==> config.mk <==
export PLATFORM = sky130hd
export DESIGN_NAME = seg7_scan_driver
export DESIGN_NICKNAME = d
export VERILOG_FILES = /design/src/rtl/seg7_pkg.sv /design/src/rtl/seg7_decode.sv /design/src/rtl/seg7_scan_driver.sv
export SDC_FILE = /design/constraint.sdc
export NUM_CORES = 1
export LEC_CHECK = 0
export CORE_MARGIN = 2
export CORE_UTILIZATION = 30
export DETAILED_ROUTE_END_ITERATION = 8
export MAX_ROUTING_LAYER = met4
export PLACE_DENSITY_LB_ADDON = 0.3
export REMOVE_ABC_BUFFERS = 1
export SYNTH_ARGS = -nofsm -noshare
export SYNTH_HDL_FRONTEND = slang
export SYNTH_SLANG_ARGS = --single-unit
==> constraint.sdc <==
create_clock -name clk -period 6.4 [get_ports clk]
set_clock_uncertainty 0.15 [all_clocks]
set_input_delay 1.28 -clock clk [delete_from_list [all_inputs] [get_ports clk]]
set_output_delay 1.28 -clock clk [all_outputs]
set_load 0.02 [all_outputs]
==> src/rtl/seg7_pkg.sv <==
// Shared constants for the seven-segment scan driver: segment patterns
// ({a,b,c,d,e,f,g}, a in bit 6, active-high) and the BCD digit width.
package seg7_pkg;

    localparam int BCD_W = 4;

    localparam logic [6:0] SEG_0     = 7'b1111110;
    localparam logic [6:0] SEG_1     = 7'b0110000;
    localparam logic [6:0] SEG_2     = 7'b1101101;
    localparam logic [6:0] SEG_3     = 7'b1111001;
    localparam logic [6:0] SEG_4     = 7'b0110011;
    localparam logic [6:0] SEG_5     = 7'b1011011;
    localparam logic [6:0] SEG_6     = 7'b1011111;
    localparam logic [6:0] SEG_7     = 7'b1110000;
    localparam logic [6:0] SEG_8     = 7'b1111111;
    localparam logic [6:0] SEG_9     = 7'b1111011;
    localparam logic [6:0] SEG_BLANK = 7'b0000000;

endpackage

==> src/rtl/seg7_decode.sv <==
// BCD to seven-segment decoder, purely combinational and active-high.
// Codes 10..15 are not digits and light nothing.
module seg7_decode
    import seg7_pkg::*;
(
    input  logic [BCD_W-1:0] bcd,
    output logic [6:0]       seg
);

    // Map one BCD code to its segment pattern.
    always_comb begin
        seg = SEG_BLANK;
        case (bcd)
            4'd0:    seg = SEG_0;
            4'd1:    seg = SEG_1;
            4'd2:    seg = SEG_2;
            4'd3:    seg = SEG_3;
            4'd4:    seg = SEG_4;
            4'd5:    seg = SEG_5;
            4'd6:    seg = SEG_6;
            4'd7:    seg = SEG_7;
            4'd8:    seg = SEG_8;
            4'd9:    seg = SEG_9;
            default: seg = SEG_BLANK;
        endcase
    end

endmodule

==> src/rtl/seg7_scan_driver.sv <==
// Multiplexed seven-segment scan driver. Each digit gets SCAN_DIV clock
// cycles; count 0 of every slot is dead time with no digit enabled. New
// values are loaded into a shadow register and copied into the display
// buffer only when the scan wraps back to digit 0, so a frame never tears.
// Optional feature: define SEG7_BLINK_EN to add the blink_mask input and
// a frame-counted blink phase.
module seg7_scan_driver
    import seg7_pkg::*;
#(
    parameter int DIGITS       = 4,
    parameter int SCAN_DIV     = 1000,
    parameter int ACTIVE_LOW   = 0,
    parameter int BLINK_FRAMES = 64
) (
    input  logic                      clk,
    input  logic                      rst_n,
    input  logic [BCD_W*DIGITS-1:0]   bcd_in,
    input  logic [DIGITS-1:0]         dp_in,
    input  logic                      load,
    input  logic                      blank_lz,
`ifdef SEG7_BLINK_EN
    input  logic [DIGITS-1:0]         blink_mask,
`endif
    output logic [6:0]                seg_out,
    output logic                      dp_out,
    output logic [DIGITS-1:0]         dig_sel,
    output logic                      frame_done
);

    localparam int CNT_W = $clog2(SCAN_DIV);
    localparam int IDX_W = (DIGITS > 1) ? $clog2(DIGITS) : 1;
    localparam logic [CNT_W-1:0] CNT_LAST = CNT_W'(SCAN_DIV - 1);
    localparam logic [IDX_W-1:0] IDX_LAST = IDX_W'(DIGITS - 1);

    // Reject parameter sets the scan timing cannot support.
    if (DIGITS < 1 || DIGITS > 8 || SCAN_DIV < 2 || BLINK_FRAMES < 1) begin : g_param_check
        $error("seg7_scan_driver: illegal parameter value");
    end

    logic [CNT_W-1:0]          slot_cnt;
    logic [IDX_W-1:0]          dig_idx;
    logic [BCD_W*DIGITS-1:0]   shadow_bcd;
    logic [DIGITS-1:0]         shadow_dp;
    logic [BCD_W*DIGITS-1:0]   disp_bcd;
    logic [DIGITS-1:0]         disp_dp;
    logic [DIGITS-1:0]         lz_blank;
    logic [BCD_W-1:0]          cur_bcd;
    logic                      cur_dp;
    logic                      cur_off;
    logic [6:0]                dec_seg;
    logic [6:0]                seg_q;
    logic                      dp_q;
    logic [DIGITS-1:0]         sel_q;
    logic                      fd_q;
    logic                      slot_end;
    logic                      frame_wrap;

    assign slot_end   = (slot_cnt == CNT_LAST);
    assign frame_wrap = slot_end && (dig_idx == IDX_LAST);

    // Slot counter and digit index; the index advances when a slot ends.
    always_ff @(posedge clk or negedge rst_n) begin
        if (!rst_n) begin
            slot_cnt <= '0;
            dig_idx  <= '0;
        end else if (slot_end) begin
            slot_cnt <= '0;
            dig_idx  <= frame_wrap ? '0 : dig_idx + IDX_W'(1);
        end else begin
            slot_cnt <= slot_cnt + CNT_W'(1);
        end
    end

    // Shadow register follows every load strobe.
    always_ff @(posedge clk or negedge rst_n) begin
        if (!rst_n) begin
            shadow_bcd <= '0;
            shadow_dp  <= '0;
        end else if (load) begin
            shadow_bcd <= bcd_in;
            shadow_dp  <= dp_in;
        end
    end

    // Display buffer picks up the shadow only at the frame wrap.
    always_ff @(posedge clk or negedge rst_n) begin
        if (!rst_n) begin
            disp_bcd <= '0;
            disp_dp  <= '0;
        end else if (frame_wrap) begin
            disp_bcd <= shadow_bcd;
            disp_dp  <= shadow_dp;
        end
    end

    // Leading-zero mask: walk down from the top digit while digits are zero without dp.
    always_comb begin
        logic run;
        run      = 1'b1;
        lz_blank = '0;
        for (int k = DIGITS - 1; k >= 0; k--) begin
            run = run && (disp_bcd[k*BCD_W +: BCD_W] == '0) && !disp_dp[k];
            if (k != 0) begin
                lz_blank[k] = run && blank_lz;
            end
        end
    end

`ifdef SEG7_BLINK_EN
    localparam int FCNT_W = (BLINK_FRAMES > 1) ? $clog2(BLINK_FRAMES) : 1;

    logic [FCNT_W-1:0] frame_cnt;
    logic              blink_off;

    // Count completed frames and flip the blink phase every BLINK_FRAMES of them.
    always_ff @(posedge clk or negedge rst_n) begin
        if (!rst_n) begin
            frame_cnt <= '0;
            blink_off <= 1'b0;
        end else if (frame_wrap) begin
            if (frame_cnt == FCNT_W'(BLINK_FRAMES - 1)) begin
                frame_cnt <= '0;
                blink_off <= ~blink_off;
            end else begin
                frame_cnt <= frame_cnt + FCNT_W'(1);
            end
        end
    end
`endif

    // Select the digit currently being scanned and decide whether it is dark.
    always_comb begin
        cur_bcd = disp_bcd[dig_idx*BCD_W +: BCD_W];
        cur_dp  = disp_dp[dig_idx];
        cur_off = lz_blank[dig_idx];
`ifdef SEG7_BLINK_EN
        cur_off = cur_off || (blink_mask[dig_idx] && blink_off);
`endif
    end

    seg7_decode u_decode (
        .bcd (cur_bcd),
        .seg (dec_seg)
    );

    // Output registers in active-high form; count 0 keeps every digit disabled.
    always_ff @(posedge clk or negedge rst_n) begin
        if (!rst_n) begin
            seg_q <= SEG_BLANK;
            dp_q  <= 1'b0;
            sel_q <= '0;
            fd_q  <= 1'b0;
        end else begin
            seg_q <= cur_off ? SEG_BLANK : dec_seg;
            dp_q  <= cur_dp && !cur_off;
            sel_q <= (slot_cnt == '0) ? '0 : (DIGITS'(1) << dig_idx);
            fd_q  <= frame_wrap;
        end
    end

    assign seg_out    = (ACTIVE_LOW != 0) ? ~seg_q : seg_q;
    assign dp_out     = (ACTIVE_LOW != 0) ? ~dp_q  : dp_q;
    assign dig_sel    = (ACTIVE_LOW != 0) ? ~sel_q : sel_q;
    assign frame_done = fd_q;

endmodule

==> run metrics, run 1 <==
CP Class=input pin to flop; WHS=326.4 ps; share of cells above drive strength 1=0.2594; Area contributors post-synth=dfrtp_1, mux2_2, ha_1; Core ar.=9684 sq um; hold_buf cts=0; DR vias=1801; CTS Buf Count=9; Yosys top cell by area=dfrtp_1; Remaining DRCs=0; antenna violations before repair=0; largest net degree at the start of global routing=66; slew margin rel.=0.3510; Post-Syn Area=2973 sq um; RePlAce Congestion=0.7978; DR iter-0 viols=73; vias in the first global route=1815; area grow syn2layout=23.02%; num rows=36; Die Wd=103.5 um; placed cell areas=3456 sq um; Met1 Routed Length=2555 um; clock root cell=clkbuf_8; Initial Utilization=0.3070; Mean Syn Cell Area=13.51 sq um; drt first pass iters=4; Synth Register Bits=65; Max-cap violations=0; I/O pins=37; Routed met3 length=200 um; post-DR wirelength/cell=13.17 um; ANT nets after route=0; clk_lat worst skew=350 ps; final hold vios=0; Synth top area share=0.5471; crit-path max FO=6; Power Density=225.3 nW/um^2; max-slew violations=0; grt total ovfl=0; fin nets=297; die area=10720 sq um; H-Tree Depth=3; pre-CTS setup slack=3065 ps; most common cell after layout, fill and taps aside=dfrtp_1; Final TNS setup=0 ps; clk buf depth=2; Seq/Total Area, Yosys=0.5471; most frequent cells in the layout=dfrtp_1, clkdlybuf4s50_1, mux2_2; GR Util All Layers=0.1110; Finish-stage setup viols=0; leakage power=1.589 nW; Clock transition at path regs=70 ps; final WL=5255 um; met2 WL post-DR=2365 um; IO Port Bufs=36; Min Clock Period, post-route=2984 ps; synth warn=0; Critical Path Start Type=input pin; first-pass GRT wire length=9094 um; height of the die=103.5 um; worst vdd ir=89.14 uV; RSZ-0062 raised after global routing=no; status=finished, final reports clean; Final Worst Setup Slack=3416 ps; Worst Path Arrival=3030 ps; fmax=335.1 MHz; required time of the critical path=6450 ps; final worst-path cycle share=0.4663; Finished Cell Area=3657 sq um; antenna diode count=0; Hold/Removal Path Class=flop to flop; CTS tree=done; Post-CTS Setup Inserts=0; top routing layer in use=met4; crit end category=flop; Worst Tran Pin Value=970.4 ps; CTS resizes=0; Post-DP HPWL=3628 um; CTS Sinks=65; Syn Inst Count=220; Yosys cell types=37; via/cell ratio=4.514
[area by class of cell]
class,instances,area (sq um)
clock buffers,9,123.9
well taps,133,166.4
repair buffers,37,362.8
multi-input cells,137,1259
inverters,11,41.29
fillers,950,6027
clock inverters,7,77.57
flip-flops and latches,65,1627
[metal layers]
layer	track usage	up-vias
met1	0.1449	896
met5	-	-
li1	-	857
met4	0.06081	0
met2	0.1570	36
met3	0.02958	12
[Yosys cell counts]
master,count
nor4_1,2
mux4_2,5
inv_1,11
ha_1,12
nand2_1,7
nand2b_1,2
a2bb2oi_1,3
nor2b_1,2
nor4_4,1
nor3b_4,1
dfrtp_1,65
nor2_1,10
a21oi_1,11
nor3_1,3
mux2_4,10
xnor2_1,3
mux2_2,30
or3_1,2
buf_2,1
nand3_1,6
o21ba_2,1
nor4b_1,1
o22ai_1,1
or4b_2,1
buf_4,1
and2_1,5
o21ai_0,5
and3_1,2
nand4b_1,1
clkbuf_1,3
xor2_1,4
mux2i_1,1
buf_6,2
nand4_2,1
nand2_4,1
a211oi_1,1
nand4_1,2
[final timing paths]
kind                                             from                        to  slack [ps]  cells after the start
min in group asynchronous                       rst_n     slot_cnt[0]$_DFF_PN0_         950                      2
worst max-delay path                         blank_lz      seg_out[5]$_DFF_PN0_        3420                      4
worst min-delay path            slot_cnt[0]$_DFF_PN0_     slot_cnt[0]$_DFF_PN0_         330                      1
worst min register to register  slot_cnt[0]$_DFF_PN0_     slot_cnt[0]$_DFF_PN0_         330                      1
worst max register to register  slot_cnt[0]$_DFF_PN0_  disp_bcd[13]$_DFFE_PN0P_        3940                      5
max in group asynchronous                       rst_n      dig_sel[0]$_DFF_PN0_        4600                      2
[report_power, final]
part           switching, mW  total [mW]  internal [mW]
clock network          0.171       0.354          0.183
registers            0.00670       0.430          0.423
logic                 0.0156      0.0398         0.0242
[worst max-delay path: stages]
cell             delay, ps
clkdlybuf4s50_1        460
or4b_2                 590
nor3_1                 560
a21oi_1                150
[state kept, by name, summed over array words and instances, names as in the netlist]
signal      count
dp_out          1
disp_bcd       16
disp_dp         4
frame_done      1
shadow_dp       4
seg_out         7
shadow_bcd     16
slot_cnt       10
dig_idx         2
dig_sel         4
[per-stage QoR]
stage,total power [mW],cells,util
5_1_grt,0.8594,399,0.3776
4_1_cts,0.8386,399,0.3776
2_1_floorplan,0.4498,213,-
3_5_place_dp,0.4797,383,0.3568
6_report,0.8240,399,0.3776
3_3_place_gp,0.4780,383,0.3568
[cells by family (layout without fill, tap and decap cells)]
family,after synthesis,after routing,share of synthesized area
buffers and inverters,18,64,0.02946
xor gates and xnor gates,7,7,0.02062
adders and majority gates,12,12,0.05050
and+or+nand+nor,50,50,0.1031
DFF,65,65,0.5471
AOI/OAI and AO/OA,22,22,0.04377
muxes,46,46,0.2054
Note: power is estimated with default switching activity, not from simulation.
==> run 2, diff against run 1 <==
- clock period: 6.4 -> 2.5 ns (I/O delays scaled with it)
==> run metrics, run 2 (synthesized netlist as in run 1, its figures left out) <==
status=finished, final reports clean; Core ar.=9684 sq um (unchanged); cell mode on critical path=inv_1; Hold Path Depth=1 (unchanged); Power Density=613.5 nW/um^2 (+170%); fmax=468.3 MHz; RePlAce Congestion=0.7719 (-3.2%); WHS=329.4 ps (+3.025 ps); Max-cap violations=0 (unchanged); H-Tree Depth=3 (unchanged); Worst Tran Pin Value=461.7 ps (-508.6 ps); final hold vios=0 (unchanged); slowest CP cell=mux4_2; largest net degree at the start of global routing=34 (-48%); I/O pins=37 (unchanged); clock root cell=clkbuf_8; CP cell instances=mux4_2 > inv_1 > ha_1 > inv_1 > mux2_2 > a2bb2oi_1 > a21oi_1; CP Class=flop to flop; Final Worst Setup Slack=364.7 ps (-3051 ps); CTS Buf Count=9 (unchanged); GR Util All Layers=0.1107 (-0.0003694); final worst-path cycle share=0.8541; via/cell ratio=4.463 (-1.1%); Hold/Removal Path Class=flop to flop; Critical Path Start Type=flop; DR vias=1812 (+0.61%); vias in the first global route=1814 (-0.055%); share of cells above drive strength 1=0.2747 (+0.01533); fin nets=304 (+2.4%); slew margin rel.=0.6922 (+0.3411); IO Port Bufs=36 (unchanged); die area=10720 sq um (unchanged); Worst Path Arrival=2250 ps (-780 ps); Die Wd=103.5 um (unchanged); CP Depth=7 (+3); CP max stage delay=590 ps (about the same); DR iter-0 viols=41 (-44%); Clock transition at path regs=80 ps (about the same); most frequent cells in the layout=dfrtp_1, clkdlybuf4s50_1, mux2_2; pre-CTS setup slack=199.1 ps (-2866 ps); Final Util=0.3895 (+0.01189); ANT nets after route=0 (unchanged); antenna violations before repair=0 (unchanged); crit path buf inv count=2 (+1); Worst R2R Path Depth=7 (+2); clk buf depth=2 (unchanged); crit end category=flop; grt total ovfl=0 (unchanged); Remaining DRCs=0 (unchanged); final WL=5174 um (-1.5%); CTS Sinks=65 (unchanged); most common cell after layout, fill and taps aside=dfrtp_1; antenna diode count=0 (unchanged); worst vdd ir=316.9 uV (+260%); first-pass GRT wire length=9177 um (+0.91%); Finish-stage setup viols=0 (unchanged); crit-path max FO=7 (+1); Post-DP HPWL=3805 um (+4.9%); max-slew violations=0 (unchanged); drt first pass iters=4 (unchanged); CTS resizes=0 (unchanged); num rows=36 (unchanged); Min Clock Period, post-route=2135 ps; height of the die=103.5 um (unchanged); RSZ-0062 raised after global routing=no; required time of the critical path=2620 ps (-3830 ps); leakage power=1.653 nW (+4.0%); Final TNS setup=0 ps (unchanged); area grow syn2layout=26.89%; clk_lat worst skew=340 ps (about the same); Initial Utilization=0.3070 (unchanged); CTS tree=done; post-DR wirelength/cell=12.74 um (-3.2%); biggest regs=disp_bcd x16, shadow_bcd x16, slot_cnt x10; Crit path max-delay family=multiplexers
## run 2: changes by cell type in the layout (fill, tap and decap cells not counted)
cell / before / now
dlygate4sd3_1: 0 / 1
clkinv_2: 1 / 0
clkinvlp_4: 1 / 0
bufinv_16: 1 / 3
buf_4: 1 / 6
buf_12: 0 / 1
## run 2: metal layers
| metal | wire length (um) | vias up | global-route usage |
|---|---|---|---|
| met4 | 87 | 0 | 0.05212 |
| met1 | 2563 | 895 | 0.1443 |
| met5 | 0 | - | - |
| met2 | 2346 | 33 | 0.1618 |
| met3 | 178 | 9 | 0.02832 |
| li1 | - | 875 | - |
## run 2: layout make-up
class	count	area [sq um]
multi-input combinational	137	1259
inverter	11	41.29
timing repair buffer	44	430.4
tap	133	166.4
sequential	65	1627
clock buffer	9	123.9
clock inverter	7	125.1
fill	932	5912
## run 2: stage by stage
stage	instances	area (sq um)	power (mW)
global route	406	3772	2.422
global placement	389	3513	1.230
CTS	406	3772	2.357
finish	406	3772	2.314
detailed placement	389	3513	1.234
floorplan	213	2927	1.152
## run 2: what timing repair did
| item | CTS | global route |
|---|---|---|
| buffers inserted | 0 | 0 |
| hold endpoints to repair | 18 | 0 |
| hold buffers | 1 | 0 |
## run 2: worst paths after layout
kind / start / to / slack (ps)
hold / removal: slot_cnt[0]$_DFF_PN0_ / slot_cnt[0]$_DFF_PN0_ / 330
hold reg to reg: slot_cnt[0]$_DFF_PN0_ / slot_cnt[0]$_DFF_PN0_ / 330
setup / recovery: dig_idx[0]$_DFFE_PN0P_ / seg_out[2]$_DFF_PN0_ / 360
max in group asynchronous: rst_n / dig_idx[0]$_DFFE_PN0P_ / 1150
setup reg to reg: dig_idx[0]$_DFFE_PN0P_ / seg_out[2]$_DFF_PN0_ / 360
min in group asynchronous: rst_n / slot_cnt[8]$_DFF_PN0_ / 490
## run 2: where the power goes
group          internal (mW)  total, mW  leakage, nW  switching [mW]
logic                 0.0676      0.108        0.717          0.0407
clock network          0.673       1.11        0.124           0.433
registers               1.08       1.10        0.812          0.0169
total                   1.82       2.31         1.65           0.491
==> patch 1 (config.mk and constraints of run 1) <==
The option `SEG7_BLINK_EN` is turned on by a define.
--- a/src/rtl/seg7_scan_driver.sv
+++ b/src/rtl/seg7_scan_driver.sv
@@ -5,4 +5,6 @@
 // Optional feature: define SEG7_BLINK_EN to add the blink_mask input and
 // a frame-counted blink phase.
+`define SEG7_BLINK_EN
+
 module seg7_scan_driver
     import seg7_pkg::*;
Interface: changed (added blink_mask); port bits go from 37 to 41. The function was not compared with the original's and may differ.
==> patch 1 against run 1 <==
Register-to-register slack got worse by 0.41 ns. Final area increased by 10%. Combinational power up 8.0%. Die area increased by 10%. Sequential cell count rose by 7. Power increased by 13%. First-iteration DRC count grew 82%. Routed wire length is 18% higher. Area after synthesis up 11%. Cell count up 20%. Setup slack better by 0.11 ns. Largest cell class unchanged.
==> patch 1: results (changes against run 1) <==
| Item | Reported | Delta |
|---|---|---|
| Result of the run | finished clean |  |
| Routability cong. | 0.745 | -6.6% |
| Leak pwr | 1.82 nW | +15% |
| Vias in the first global route | 2179 | +20% |
| Critical path's largest stage delay | 0.54 ns | -0.05 ns |
| Share of layout cells above drive strength 1 | 14.5% | -11 points |
| Util after Layout | 37.5% | -0.29 points |
| Xor and xnor area share after synthesis | 2.66% | +0.60 points |
| Number of buffers inserted by post-CTS setup repair | 0 | unchanged |
| Root Driver | clkbuf_8 |  |
| Deepest level of the CTS H-tree | 3 | unchanged |
| Cells on Worst Hold Path | 2 | +1 |
| Maximum vdd ir drop | 0.0000847 V | -5.0% |
| Antenna violations before repair | 0 | unchanged |
| Biggest regs | disp_bcd (16), shadow_bcd (16), slot_cnt (10) |  |
| Relative max-transition margin | 40.8% | +5.7 points |
| FF-to-FF path depth | 7 | +2 |
| Resize count post-CTS | 0 | unchanged |
| Dominant synthesized flop cell | dfrtp_1 |  |
| Count of filler cells inserted in the layout | 1120 | +18% |
| Maximum clock path buffer count | 2 | unchanged |
| Placement Cell Area | 0.00380 sq mm | +9.9% |
| Nets | 375 | +26% |
| Global-route wire length before repair | 10.8 mm | +19% |
| Fraction of synthesized area in multiplexers | 11.3% | -9.2 points |
| Top cells by area, synth | dfrtp_1 55%, nand2_1 8.3%, mux2_2 6.8%, ha_1 4.9%, mux4_1 2.4% |  |
| Commonest cells post-synth | 73 x nand2_1, 72 x dfrtp_1, 20 x mux2_2, 20 x nor2_1, 13 x ha_1 |  |
| Synth Area in Adders | 4.95% | -0.10 points |
| Average cell area after synthesis | 11.2 sq um | -17% |
| IO Port Bufs | 40 | +11% |
| Seq/Total Area, Yosys | 54.8% | +0.081 points |
| Overall global routing resource usage | 12.4% | +1.3 points |
| Top fanout value on the critical path | 27 | +21 |
| Synth cell types | 42 | +14% |
| Proportion of synthesized flip-flops having asynchronous set or reset | 100% | unchanged |
| Family with the most delay on the worst path | simple AND/OR/NAND/NOR gates |  |
| Number of placed cells counting well taps | 463 | +21% |
| Synth Area in Compound Gates | 5.21% | +0.84 points |
| Antenna viol nets, final | 0 | unchanged |
| Latest clock arrival within the worst-skew pair | 0.36 ns |  |
| Routed len/inst | 13.0 microns | -1.6% |
| DRT iter0 DRCs | 133 | +82% |
| Via count of the routed design | 2116 | +17% |
| N_diodes | 0 | unchanged |
| Signal arrival time at the worst endpoint | 2.99 ns | -0.04 ns |
| Worst-path cell with the longest stage delay | nor4_4 |  |
| Half-perimeter wire length after detailed placement | 4.21 mm | +16% |
| Internal | 0.000726 W | +15% |
| Pin count of the biggest net entering global routing | 73 | +11% |
| Detailed-route wire length | 6.21 mm | +18% |
-- patch 1: cell count changes after synthesis, sizes merged, moves of 3 or more --
cell   before  now
dfrtp      65   72
nor2       10   20
a21o        0    3
xnor2       3    6
o31ai       0    3
nand2       8   74
mux2       40   20
a21oi      11    8
-- patch 1: final cells by class --
class | instances | share of cell area [%]
tap | 140 | 4.35
inverter | 10 | 0.963
clock inverter | 6 | 2.27
clock buffer | 10 | 3.42
timing repair buffer | 41 | 10.0
sequential | 72 | 44.7
multi-input combinational | 200 | 34.2
-- patch 1: worst reg2reg max path: cells and delay by family (launching register included) --
family                     cells  cell delay (ns)
AOI/OAI and AO/OA              2             0.35
adders and majority gates      1             0.30
buffers and inverters          1             0.43
DFF                            1             0.40
and+or+nand+nor                3             1.15
-- patch 1: metrics by stage --
step	hold slack (ns)	setup slack, ns	total power [W]
2_1_floorplan	0.285	4.05	0.000495
3_3_place_gp	0.303	3.34	0.000526
3_5_place_dp	0.304	3.32	0.000527
4_1_cts	0.324	3.45	0.000943
5_1_grt	0.339	3.14	0.000968
6_report	0.319	3.53	0.000931
-- patch 1: power groups by stage --
| stage | logic (W) | registers [W] | clock network (W) |
|---|---|---|---|
| 6_report | 0.0000430 | 0.000474 | 0.000414 |
| 5_1_grt | 0.0000479 | 0.000476 | 0.000445 |
| 4_1_cts | 0.0000448 | 0.000474 | 0.000425 |
| 3_5_place_dp | 0.0000446 | 0.000483 | 0 |
| 3_3_place_gp | 0.0000439 | 0.000482 | 0 |
| 2_1_floorplan | 0.0000142 | 0.000481 | 0 |
-- patch 1: kinds of logic (layout without fill, tap and decap cells) --
family / after synthesis / count (layout)
DFF: 72 / 72
AOI/OAI and AO/OA: 26 / 26
xor gates and xnor gates: 10 / 10
and+or+nand+nor: 125 / 125
adders and majority gates: 13 / 13
buffers and inverters: 21 / 67
muxes: 26 / 26
-- patch 1: metal layers --
metal | routed length (microns) | track usage, % | share of wire (%) | vias to the layer above
li1 | - | - | - | 1061
met1 | 3120 | 16.6 | 50 | 1006
met2 | 2750 | 17.6 | 44 | 38
met3 | 230 | 3.59 | 3.7 | 11
met4 | 114 | 4.95 | 1.8 | 0
met5 | 0 | - | 0 | -
-- patch 1: worst paths after layout --
path                               from            to  slack (ns)
min in group asynchronous         rst_n   slot_cnt[8]        0.96
max                         slot_cnt[0]  frame_cnt[5]        3.53
max in group asynchronous         rst_n   disp_bcd[6]        4.54
max reg2reg                 slot_cnt[0]  frame_cnt[5]        3.53
min reg2reg                shadow_dp[2]    disp_dp[2]        0.32
min                        shadow_dp[2]    disp_dp[2]        0.32
==> patch 2 (flow settings as in run 1) <==
Without the edit above. The output `frame_done` loses its register stage (`fd_q` becomes a continuous assignment).
--- a/src/rtl/seg7_scan_driver.sv
+++ b/src/rtl/seg7_scan_driver.sv
@@ -150,12 +150,12 @@
             dp_q  <= 1'b0;
             sel_q <= '0;
-            fd_q  <= 1'b0;
         end else begin
             seg_q <= cur_off ? SEG_BLANK : dec_seg;
             dp_q  <= cur_dp && !cur_off;
             sel_q <= (slot_cnt == '0) ? '0 : (DIGITS'(1) << dig_idx);
-            fd_q  <= frame_wrap;
         end
     end
+
+    assign fd_q = frame_wrap;
 
     assign seg_out    = (ACTIVE_LOW != 0) ? ~seg_q : seg_q;
Behaviour: no difference found for any inputs over 10 cycles, from zero or initial values and one cycle with rst_n low; that may be too few to reach the edited logic, so the function may still have changed.
==> patch 2 against run 1 <==
First-iteration DRC count grew 2.7%. Non-clock buffer count unchanged. Final area shrank 1.5%. Routed wire length increased by 0.61%. Power shrank 7.0%. Setup slack worse by 0.91 ns. Via count is 2.4% lower. Area after synthesis shrank 0.84%. Sequential cell count decreased by 1. Critical path type is now reg -> out.
==> patch 2: results (changes against run 1) <==
| Item | Reported | Delta |
|---|---|---|
| Top cells by area, synth | dfrtp_1 54%, mux2_2 11%, ha_1 5.1%, mux2_4 5.1%, mux4_2 3.8% |  |
| Xor and xnor area share after synthesis | 2.08% | +0.018 points |
| Count of filler cells inserted in the layout | 961 | +1.2% |
| Sequential group power | 0.000424 W | -1% |
| DRT iter0 DRCs | 75 | +2.7% |
| Class of the most critical hold timing path | reg -> reg |  |
| CTS buffer count | 9 | unchanged |
| Post-CTS clock slew at the launch and capture registers of the worst setup and hold paths | 0.07 ns | about the same |
| Overall global routing resource usage | 11.0% | -0.077 points |
| Sort of element at the start of the critical path | register |  |
| Leak pwr | 1.56 nW | -1.8% |
| Min-delay src | slot_cnt[0] |  |
| Root Driver | clkbuf_8 |  |
| Number of placed cells counting well taps | 382 | -0.26% |
| Power consumed by the clock network | 0.000304 W | -14% |
| Worst hold slack | 0.346 ns | +0.0201 ns |
| Commonest cells post-synth | 64 x dfrtp_1, 30 x mux2_2, 12 x ha_1, 11 x a21oi_1, 11 x inv_1 |  |
| Switch Pwr | 0.000186 W | -4.2% |
| Vias in the first global route | 1684 | -7.2% |
| Synth Area in Compound Gates | 4.41% | +0.037 points |
| IO Port Bufs | 36 | unchanged |
| Slew at the pin closest to its max-slew limit | 0.938 ns | -0.0321 ns |
| Top fanout value on the critical path | 5 | -1 |
| Post-synth EDFFs | 0 | unchanged |
| Cell area power density | 213 mW/mm^2 | -5.5% |
| Nets | 296 | -0.34% |
| Routability cong. | 0.846 | +6.0% |
| Fraction of synthesized area in multiplexers | 20.7% | +0.17 points |
| Synth Area in Adders | 5.09% | +0.043 points |
| Result of the run | finished clean |  |
| Routed len/inst | 13.3 microns | +0.86% |
| Number of buffers inserted by post-CTS setup repair | 0 | unchanged |
| Latest clock arrival within the worst-skew pair | 0.35 ns | about the same |
| Hold path endpoint | slot_cnt[0] |  |
| Cells on Worst Hold Path | 1 | unchanged |
| Share of layout cells above drive strength 1 | 26.0% | +0.098 points |
| Seq/Total Area, Yosys | 54.3% | -0.38 points |
| Average cell area after synthesis | 13.5 sq um | -0.39% |
| Global-route wire length before repair | 8.54 mm | -6.1% |
| Start of the worst register-to-register path | slot_cnt[0] |  |
| Antenna violations before repair | 0 | unchanged |
| Drt via density | 4.42 | -2.1% |
| Maximum vdd ir drop | 0.0000878 V | -1.5% |
| Worst r2r dst | disp_dp[0] |  |
| Half-perimeter wire length after detailed placement | 3.68 mm | +1.4% |
| Router iterations before antenna repair | 4 | unchanged |
| N_diodes | 0 | unchanged |
| Syn. warnings | 0 | unchanged |
| Via count of the routed design | 1758 | -2.4% |
| Pin count of the biggest net entering global routing | 65 | -1.5% |
| Placement Cell Area | 0.00343 sq mm | -0.72% |
| Signal arrival time at the worst endpoint | 2.46 ns | -0.57 ns |
| Reg2reg setup slack | 3.96 ns | +0.02 ns |
| Maximum clock path buffer count | 2 | unchanged |
==> patch 2: cell types whose count changed in the layout (fill, tap and decap cells not counted), sizes merged <==
cell | before | now
clkinvlp | 1 | 2
clkinv | 3 | 4
bufinv | 1 | 0
inv | 13 | 12
dfrtp | 65 | 64
==> patch 2: stage by stage <==
step	setup WS [ns]	total power (W)
after floorplan	3.33	0.000443
after global placement	2.93	0.000472
after detailed placement	2.86	0.000472
after CTS	2.47	0.000775
after global routing	2.38	0.000801
final	2.51	0.000767
==> patch 2: critical path: stages, from the launching register on <==
cell and delay, ns:
dfrtp_1 0.39, ha_1 0.27, nand4_2 0.16, or3_1 0.37, nor3_1 0.27, clkdlybuf4s50_1 0.66
==> patch 2: per-layer routing <==
| layer | GRT usage, % | vias to the layer above | wire, microns |
|---|---|---|---|
| met4 | 4.25 | 0 | 70 |
| met5 | - | - | 0 |
| met1 | 14.8 | 863 | 2580 |
| met2 | 15.0 | 35 | 2400 |
| met3 | 4.14 | 5 | 239 |
| li1 | - | 855 | - |
==> patch 2: logic make-up after synthesis <==
group	after synthesis
adders and majority gates	12
AOI/OAI and AO/OA	22
muxes	46
DFF	64
xor gates and xnor gates	7
buffers and inverters	18
and+or+nand+nor	50
==> patch 2: worst max-delay path by stage <==
stage                 endpoint  slack [ns]  depth (start not counted)
detailed placement  frame_done        2.86                          5
finish              frame_done        2.51                          5
floorplan           frame_done        3.33                          4
CTS                 frame_done        2.47                          5
global route        frame_done        2.38                          5
global placement    frame_done        2.93                          5
==> patch 2: layout make-up <==
type	instances	area share, %
clock buffer	9	3.44
clock inverter	7	1.32
inverter	11	1.15
multi-input combinational	137	34.9
sequential	64	44.5
tap	133	4.62
timing repair buffer	37	10.1
